<file path="config.mk">
export PLATFORM = sky130hd
export DESIGN_NAME = sigmoid_pwl_pipe
export DESIGN_NICKNAME = d
export VERILOG_FILES = /design/src/rtl/sigmoid_pwl_pipe.sv
export SDC_FILE = /design/constraint.sdc
export NUM_CORES = 1
export LEC_CHECK = 0
export CORE_UTILIZATION = 51
export DETAILED_ROUTE_END_ITERATION = 10
export PLACE_DENSITY = 0.86
export REMOVE_ABC_BUFFERS = 1
export SYNTH_ARGS = -nofsm -noshare
export SYNTH_HDL_FRONTEND = slang
export SYNTH_SLANG_ARGS = --single-unit
export TNS_END_PERCENT = 100
</file>
<file path="constraint.sdc">
create_clock -name clk -period 7.7 [get_ports clk]
set_clock_uncertainty 0.1 [all_clocks]
set_input_delay 1.54 -clock clk [delete_from_list [all_inputs] [get_ports clk]]
set_output_delay 1.54 -clock clk [all_outputs]
set_load 0.01 [all_outputs]
</file>
<file path="src/rtl/sigmoid_pwl_pipe.sv">
`default_nettype none
// ============================================================================
// Module   : sigmoid_pwl_pipe
// Brief    : 3-stage PLAN piecewise-linear sigmoid / tanh with valid/ready
// Revision : 1.0
// ============================================================================
module sigmoid_pwl_pipe #(
    parameter int IN_W    = 8,
    parameter int IN_FRAC = 4,
    parameter int OUT_W   = 16
) (
    input  logic              clk,
    input  logic              rst,
    input  logic              i_in_valid,
    output logic              o_in_ready,
    input  logic [IN_W-1:0]   i_x,
    input  logic              i_mode,
    output logic [OUT_W-1:0]  o_y,
    output logic              o_out_valid,
    input  logic              i_out_ready,
    output logic [50:0]       number
);

    localparam int c_MAG_W = IN_W - 1;
    localparam int c_YF    = IN_FRAC + 5;
    localparam int c_YW    = c_YF + 1;
    localparam int c_CW    = ((c_MAG_W > c_YW) ? c_MAG_W : c_YW) + 4;
    localparam int c_TW    = c_YW + 1;
    localparam int c_WW    = c_TW + OUT_W;

    localparam logic [c_MAG_W-1:0] c_MAG_MAX = '1;

    // Thresholds compared against 8*a so that 2.375 stays exact for any IN_FRAC
    localparam logic [c_CW-1:0] c_TH_5    = c_CW'(5 << (IN_FRAC + 3));
    localparam logic [c_CW-1:0] c_TH_2375 = c_CW'(19 << IN_FRAC);
    localparam logic [c_CW-1:0] c_TH_1    = c_CW'(1 << (IN_FRAC + 3));
    localparam logic [c_CW-1:0] c_OFF_HI  = c_CW'(27 << IN_FRAC);
    localparam logic [c_CW-1:0] c_OFF_MID = c_CW'(5 << (IN_FRAC + 2));
    localparam logic [c_CW-1:0] c_OFF_LO  = c_CW'(1 << (IN_FRAC + 4));
    localparam logic [c_CW-1:0] c_ONE     = c_CW'(1 << c_YF);

    localparam logic [c_YW-1:0]  c_Y_ONE = c_YW'(1 << c_YF);
    localparam logic [c_TW-1:0]  c_T_ONE = c_TW'(1 << c_YF);
    localparam logic [OUT_W-1:0] c_T_MAX = {1'b0, {(OUT_W-1){1'b1}}};

    localparam int c_TR_FF   = 24;
    localparam int c_TR_FA   = 28;
    localparam int c_TR_MUX2 = 12;
    localparam int c_N_FF    = (3 + c_MAG_W) + (3 + c_YW) + (1 + OUT_W);
    localparam int c_N_FA    = IN_W + c_YW + c_YW + c_TW;
    localparam int c_N_MUX2  = 3 * c_MAG_W + 4 * c_YW + 2 * OUT_W;
    localparam logic [50:0] c_NUMBER =
        51'(c_N_FF * c_TR_FF + c_N_FA * c_TR_FA + c_N_MUX2 * c_TR_MUX2);

    logic                w_adv;
    logic                w_neg;
    logic [IN_W-1:0]     w_abs_full;
    logic [c_MAG_W-1:0]  w_mag;
    logic [c_MAG_W:0]    w_dbl;
    logic [c_MAG_W-1:0]  w_mag_t;
    logic [c_MAG_W-1:0]  w_a;

    logic                r_s1_v;
    logic                r_s1_neg;
    logic                r_s1_mode;
    logic [c_MAG_W-1:0]  r_s1_a;

    logic [c_CW-1:0]     w_a_ext;
    logic [c_CW-1:0]     w_a8;
    logic [c_CW-1:0]     w_ypos_c;

    logic                r_s2_v;
    logic                r_s2_neg;
    logic                r_s2_mode;
    logic [c_YW-1:0]     r_s2_y;

    logic [c_YW-1:0]         w_y;
    logic [c_WW-1:0]         w_sig_wide;
    logic [c_TW-1:0]         w_t;
    logic signed [c_WW-1:0]  w_t_ext;
    logic signed [c_WW-1:0]  w_t_sh;
    logic [OUT_W-1:0]        w_y_fmt;
    logic                    w_unused;

    logic                r_out_v;
    logic [OUT_W-1:0]    r_y;

    assign w_adv      = !r_out_v | i_out_ready;
    assign o_in_ready = w_adv;
    assign o_out_valid = r_out_v;
    assign o_y        = r_y;
    assign number     = c_NUMBER;

    // Stage 1: magnitude with saturation of |min| and of the tanh doubling
    assign w_neg      = i_x[IN_W-1];
    assign w_abs_full = w_neg ? (~i_x + IN_W'(1)) : i_x;
    assign w_mag      = w_abs_full[IN_W-1] ? c_MAG_MAX : w_abs_full[c_MAG_W-1:0];
    assign w_dbl      = {w_mag, 1'b0};
    assign w_mag_t    = w_dbl[c_MAG_W] ? c_MAG_MAX : w_dbl[c_MAG_W-1:0];
    assign w_a        = i_mode ? w_mag_t : w_mag;

    // Stage 2: a as an integer already equals a/32 in Q1.(IN_FRAC+5)
    assign w_a_ext = {{(c_CW-c_MAG_W){1'b0}}, r_s1_a};
    assign w_a8    = w_a_ext << 3;

    always_comb begin
        w_ypos_c = c_ONE;
        if (w_a8 >= c_TH_5)
            w_ypos_c = c_ONE;
        else if (w_a8 >= c_TH_2375)
            w_ypos_c = w_a_ext + c_OFF_HI;
        else if (w_a8 >= c_TH_1)
            w_ypos_c = (w_a_ext << 2) + c_OFF_MID;
        else
            w_ypos_c = w_a8 + c_OFF_LO;
    end

    // Stage 3: symmetric fold, then floor-rescale to OUT_W-1 fraction bits
    assign w_y        = r_s2_neg ? (c_Y_ONE - r_s2_y) : r_s2_y;
    assign w_sig_wide = ({{(c_WW-c_YW){1'b0}}, w_y} << (OUT_W - 1)) >> c_YF;
    assign w_t        = {w_y, 1'b0} - c_T_ONE;
    assign w_t_ext    = $signed({{(c_WW-c_TW){w_t[c_TW-1]}}, w_t});
    assign w_t_sh     = (w_t_ext <<< (OUT_W - 1)) >>> c_YF;
    assign w_y_fmt    = r_s2_mode ? ((w_t == c_T_ONE) ? c_T_MAX : w_t_sh[OUT_W-1:0])
                                  : w_sig_wide[OUT_W-1:0];

    assign w_unused = ^{w_ypos_c[c_CW-1:c_YW], w_sig_wide[c_WW-1:OUT_W],
                        w_t_sh[c_WW-1:OUT_W]};

    always_ff @(posedge clk or posedge rst) begin
        if (rst) begin
            r_s1_v    <= 1'b0;
            r_s1_neg  <= 1'b0;
            r_s1_mode <= 1'b0;
            r_s1_a    <= '0;
            r_s2_v    <= 1'b0;
            r_s2_neg  <= 1'b0;
            r_s2_mode <= 1'b0;
            r_s2_y    <= '0;
            r_out_v   <= 1'b0;
            r_y       <= '0;
        end else if (w_adv) begin
            r_s1_v  <= i_in_valid;
            r_s2_v  <= r_s1_v;
            r_out_v <= r_s2_v;
            if (i_in_valid) begin
                r_s1_neg  <= w_neg;
                r_s1_mode <= i_mode;
                r_s1_a    <= w_a;
            end
            if (r_s1_v) begin
                r_s2_neg  <= r_s1_neg;
                r_s2_mode <= r_s1_mode;
                r_s2_y    <= w_ypos_c[c_YW-1:0];
            end
            // o_y only moves when a real sample lands, so it holds across bubbles
            if (r_s2_v)
                r_y <= w_y_fmt;
        end
    end

endmodule
`default_nettype wire

</file>
# --- Yosys cells after proc, flatten, opt, wreduce, memory -nomap -nowiden ---
# Index checks and enable logic that the tools add are counted.
op_classes:
  reduce_logical: 4
  n_addsub: 6
  bitwise_logic: 2
  muxes: 10
  eq_ne: 1
  magnitude_cmp: 3
op_table:
  columns: ["op", "count"]
  rows:
  - ["$mux 10", 4]
  - ["$mux 16", 2]
  - ["$mux 7", 3]
  - ["$eq 11x10->1 const B", 1]
  - ["$sub 11x10->11 const B", 1]
  - ["$add 10x9->10 const B", 1]
  - ["$add 7x9->10 const B", 1]
  - ["$add 9x9->10 const B", 1]
  - ["$ge 10x10->1 const B", 1]
  - ["$ge 10x8->1 const B", 1]
  - ["$ge 10x9->1 const B", 1]
  - ["$sub 10x10->10 const A", 1]
  - ["$add 8x1->8 const B", 1]
  - ["$mux 8", 1]
  - ["$not 8->8", 1]
  - ["$reduce_and 2->1", 3]
  - ["$logic_not 1->1", 1]
  - ["$or 1x1->1", 1]
word_totals:
  reg_bits: 40
  inputBits: 13

# --- Logic depth before layout (Yosys ltp) ---
logic_depth:
  ltp_word: 6
  depth_mapped: 9
  ltp_nobuf: 7

# --- Worst setup path after synthesis ---
# No wires, ideal clock.
synth_path:
  path_type: "input-to-output"
  start: "input port i_out_ready"
  end: "output port o_in_ready"
  slack_ns: 4.174
  path_stages: 2
  arrival_time_ns: 1.886
  path_cell_list: "nand2b_1 -> clkbuf_1"
synth_via:
  elab_chain_len: 1
synth_lines:
  columns: ["item", "line_no", "text"]
  rows:
  - ["start: declaration", "20", "input logic i_out_ready,"]
  - ["$or 1x1->1", "88", "assign w_adv = !r_out_v | i_out_ready;"]
  - ["end: declaration", "15", "output logic o_in_ready,"]
# Every way passes these cells.

# --- Worst setup path in the final report ---
# Ends and elaborated chain as after synthesis.

==> results.py <==
metrics = {
    "outcome": {
        "status": "finished, final reports clean",
    },
    "route": {
        "wl_per_cell_um": 12.0,
        "final_antenna_net_count": 0,
        "drt_iter0_markers": 99,
        "dr_total_vias": 2079,
        "viasPerCell": 5.20,
        "drc": 0,
        "drtPass1Iterations": 5,
        "drt_wl_total_um": 4800,
    },
    "final_layout": {
        "num_antenna_cells": 0,
        "drive_gt1_frac": 0.0848,
        "num-nets-final": 352,
        "fill_cells": 502,
        "syn_to_final_growth_pct": 7.93,
        "stdcell_count": 400,
    },
    "yosys": {
        "synth_edf_count": 0,
        "synth_top_area_frac": 0.323,
        "synthFlopType": "dfrtp_1",
        "syn_area_sq_mm": 0.00271,
        "synth.distinct_cells": 55,
        "yosys.area.top_type": "dfrtp_1",
        "synth-async-reset-ratio": 1.00,
        "syn_inst": 309,
        "syn_avg_cell_area_sq_um": 8.78,
        "ys_ff_latch": 35,
        "ys_top_cells_by_area": "dfrtp_1, buf_4, ha_1",
        "yosysSeqAreaShare": 0.323,
        "yosysWarnings": 0,
    },
    "worst_setup_path": {
        "endpoint_kind": "output pin",
        "cp.required_ps": 6060,
        "r2r-start": "r_s2_y[0]$_DFFE_PP0P_",
        "critPathMaxStageDelay_ps": 600,
        "crit_family": "buffers and inverters",
        "criticalPathCategory": "input pin to output pin",
        "cp-endpoint": "o_in_ready",
        "path_depth": 3,
        "rr_worst_depth": 7,
        "cp_data_arrival_time_ps": 2840,
        "r2r-end": "o_y[8]$_DFFE_PP0P_",
        "path_common_cell": "clkdlybuf4s50_1",
        "worst-path-buf-inv": 2,
        "crit_start": "i_out_ready",
        "startpoint_type": "input pin",
        "crit_path_top_delay_cell": "clkdlybuf4s50_1",
        "crit_chain": "clkdlybuf4s50_1, nand2b_1, clkdlybuf4s50_1",
        "r2r_setup_slack_ps": 4810,
        "crit_fanout": 9,
    },
    "clocking": {
        "holdBufCountCts": 0,
        "cts_root_buf": "clkbuf_8",
        "cts.sinks": 35,
        "cts.clk_slew.worst_paths_ps": 70,
        "cts_post_setup_buffers_inserted": 0,
        "cts_resized": 0,
        "numCtsBuffers": 5,
        "cts_tree": "built",
        "h-tree-depth": 2,
        "clk_latency_ps": 290,
        "cts_max_path_buffers": 2,
    },
    "sta": {
        "hold_violations": 0,
        "setup_viol": 0,
        "tightest_slew_ps": 733,
        "setup_slack_ps": 3220,
        "grt_setup_unrepaired": "false",
        "fin_crit_ps": 4480,
        "finalCritPeriodShare": 0.582,
        "slew_viol_final": 0,
        "slew_headroom": 0.511,
        "fmax_ghz": 0.223,
        "fin_setup_tns_ps": 0,
    },
    "die": {
        "io_pins": 82,
        "die-area_sq_mm": 0.00561,
        "core_area_sq_mm": 0.00511,
        "die_width_um": 74.9,
        "die_y_um": 74.9,
        "start_util": 0.531,
        "rows": 26,
    },
    "run": {
        "timing.max_cap.violations": 0,
    },
    "grt": {
        "gr-usage-met2": 0.354,
        "gr-max-usage-layer": "met2",
        "grt_max_degree": 36,
        "grt_pass1_vias": 1853,
        "gr-total-overflow": 0,
        "grt.total_usage": 0.188,
        "antenna_found_initial": 0,
        "grt_pass1_wl_um": 8140,
        "grtUsageMet3": 0.0415,
        "gr-usage-met1": 0.207,
    },
    "place": {
        "dp_slack_ps": 3230,
        "gp_congestion": 0.942,
        "place_inst": 392,
        "dp_hpwl_um": 3660,
        "io_buffers": 30,
    },
    "pwr": {
        "p_leak_nw": 1.33,
        "total_power_w": 0.00106,
        "powerDensity_mw_per_mm2": 363,
        "vdd.ir_drop.worst_mv": 0.137,
    },
    "hold_path": {
        "hp-class": "register to register",
    },
}
-- flip-flops by register name (all words and copies together) (netlist names) --
| name | count |
|---|---|
| o_y | 11 |
| r_s1_neg | 1 |
| o_out_valid | 1 |
| r_s1_mode | 1 |
| r_s1_a | 7 |
| r_s2_v | 1 |
| r_s2_neg | 1 |
| r_s2_y | 10 |
| r_s1_v | 1 |
| r_s2_mode | 1 |
-- how the worst min path moves through the flow --
stage	cells after the start	to	from
global route	2	o_out_valid$_DFFE_PP0N_	r_s2_v$_DFFE_PP0N_
global placement	2	o_out_valid$_DFFE_PP0N_	r_s2_v$_DFFE_PP0N_
floorplan	2	r_s1_neg$_DFFE_PP0P_	r_s1_neg$_DFFE_PP0P_
finish	2	o_out_valid$_DFFE_PP0N_	r_s2_v$_DFFE_PP0N_
CTS	2	o_out_valid$_DFFE_PP0N_	r_s2_v$_DFFE_PP0N_
detailed placement	2	o_out_valid$_DFFE_PP0N_	r_s2_v$_DFFE_PP0N_
-- through the flow --
stage / hold WS (ps) / util / area (sq um)
after floorplan: 346 / - / 2420
after global placement: 363 / 0.551 / 2820
after detailed placement: 375 / 0.551 / 2820
after CTS: 394 / 0.573 / 2930
after global routing: 421 / 0.573 / 2930
final: 393 / 0.573 / 2930
-- Yosys cell counts (3+ instances only) --
cell	n
xnor2_1	9
inv_1	15
o31ai_1	3
a21oi_1	10
mux2_2	3
nor2b_1	3
nor3_1	3
ha_1	10
nand3_1	3
o22ai_1	13
or3_1	5
a22o_1	4
dfrtp_1	35
o211ai_1	3
o21ai_0	21
clkbuf_1	7
nor4_1	3
buf_4	56
nand2b_1	8
mux2i_1	4
nand2_1	25
a21o_1	5
a21oi_2	7
nor2_1	13
-- tightest hold or removal path, delay by kind of cell, from the launching register on --
kind	cells	cell delay (ps)
buf+inv	1	60
flops	1	360
simple gates	1	50
-- cell usage in the layout, fill, tap and decap left out, types with 3 or more instances in the layout --
master and count:
nor2b_1 3, clkbuf_8 5, a22o_1 4, ha_1 10, or3_1 5, xnor2_1 9
nor2_1 13, a21oi_1 10, nor3_1 3, nand2b_1 8, dfrtp_1 35, clkdlybuf4s50_1 30
o22ai_1 13, a21oi_2 7, inv_1 15, a21o_1 5, nand2_1 25, mux2_2 3
o211ai_1 3, o21ai_0 21, o31ai_1 3, mux2i_1 4, nor4_1 3, conb_1 51
nand3_1 3
-- cells by family (layout without fill, tap and decap cells) --
family	Yosys count	in the layout	synth area share
compound gates	86	86	0.222
buf+inv	82	54	0.196
simple gates	76	76	0.147
flops	35	35	0.323
xor+xnor	11	11	0.0355
fa+ha+maj	10	10	0.0461
mux	7	7	0.0272
other cells	2	51	0.00277
-- power breakdown --
group | leakage [nW] | switching [W] | internal (W)
Clock | 0.0581 | 0.0000718 | 0.0000964
Sequential | 0.423 | 0.000102 | 0.000259
Combinational | 0.850 | 0.000274 | 0.000262
-- layout make-up --
class / count / area [sq um] / area share
Clock buffer: 5 / 68.8 / 0.0235
Clock inverter: 3 / 43.8 / 0.0150
Inverter: 15 / 56.3 / 0.0192
Multi-Input combinational cell: 241 / 1490 / 0.508
Sequential cell: 35 / 876 / 0.299
Tap cell: 70 / 87.6 / 0.0299
Timing Repair Buffer: 31 / 308 / 0.105
-- per-layer routing --
layer,part of all wire,wire length (um),up-vias
met1,0.41,1950,973
met2,0.51,2470,72
met3,0.060,289,9
li1,-,-,1025
met4,0.019,89,0
met5,0,0,-
(Power assumes the default switching activity.)
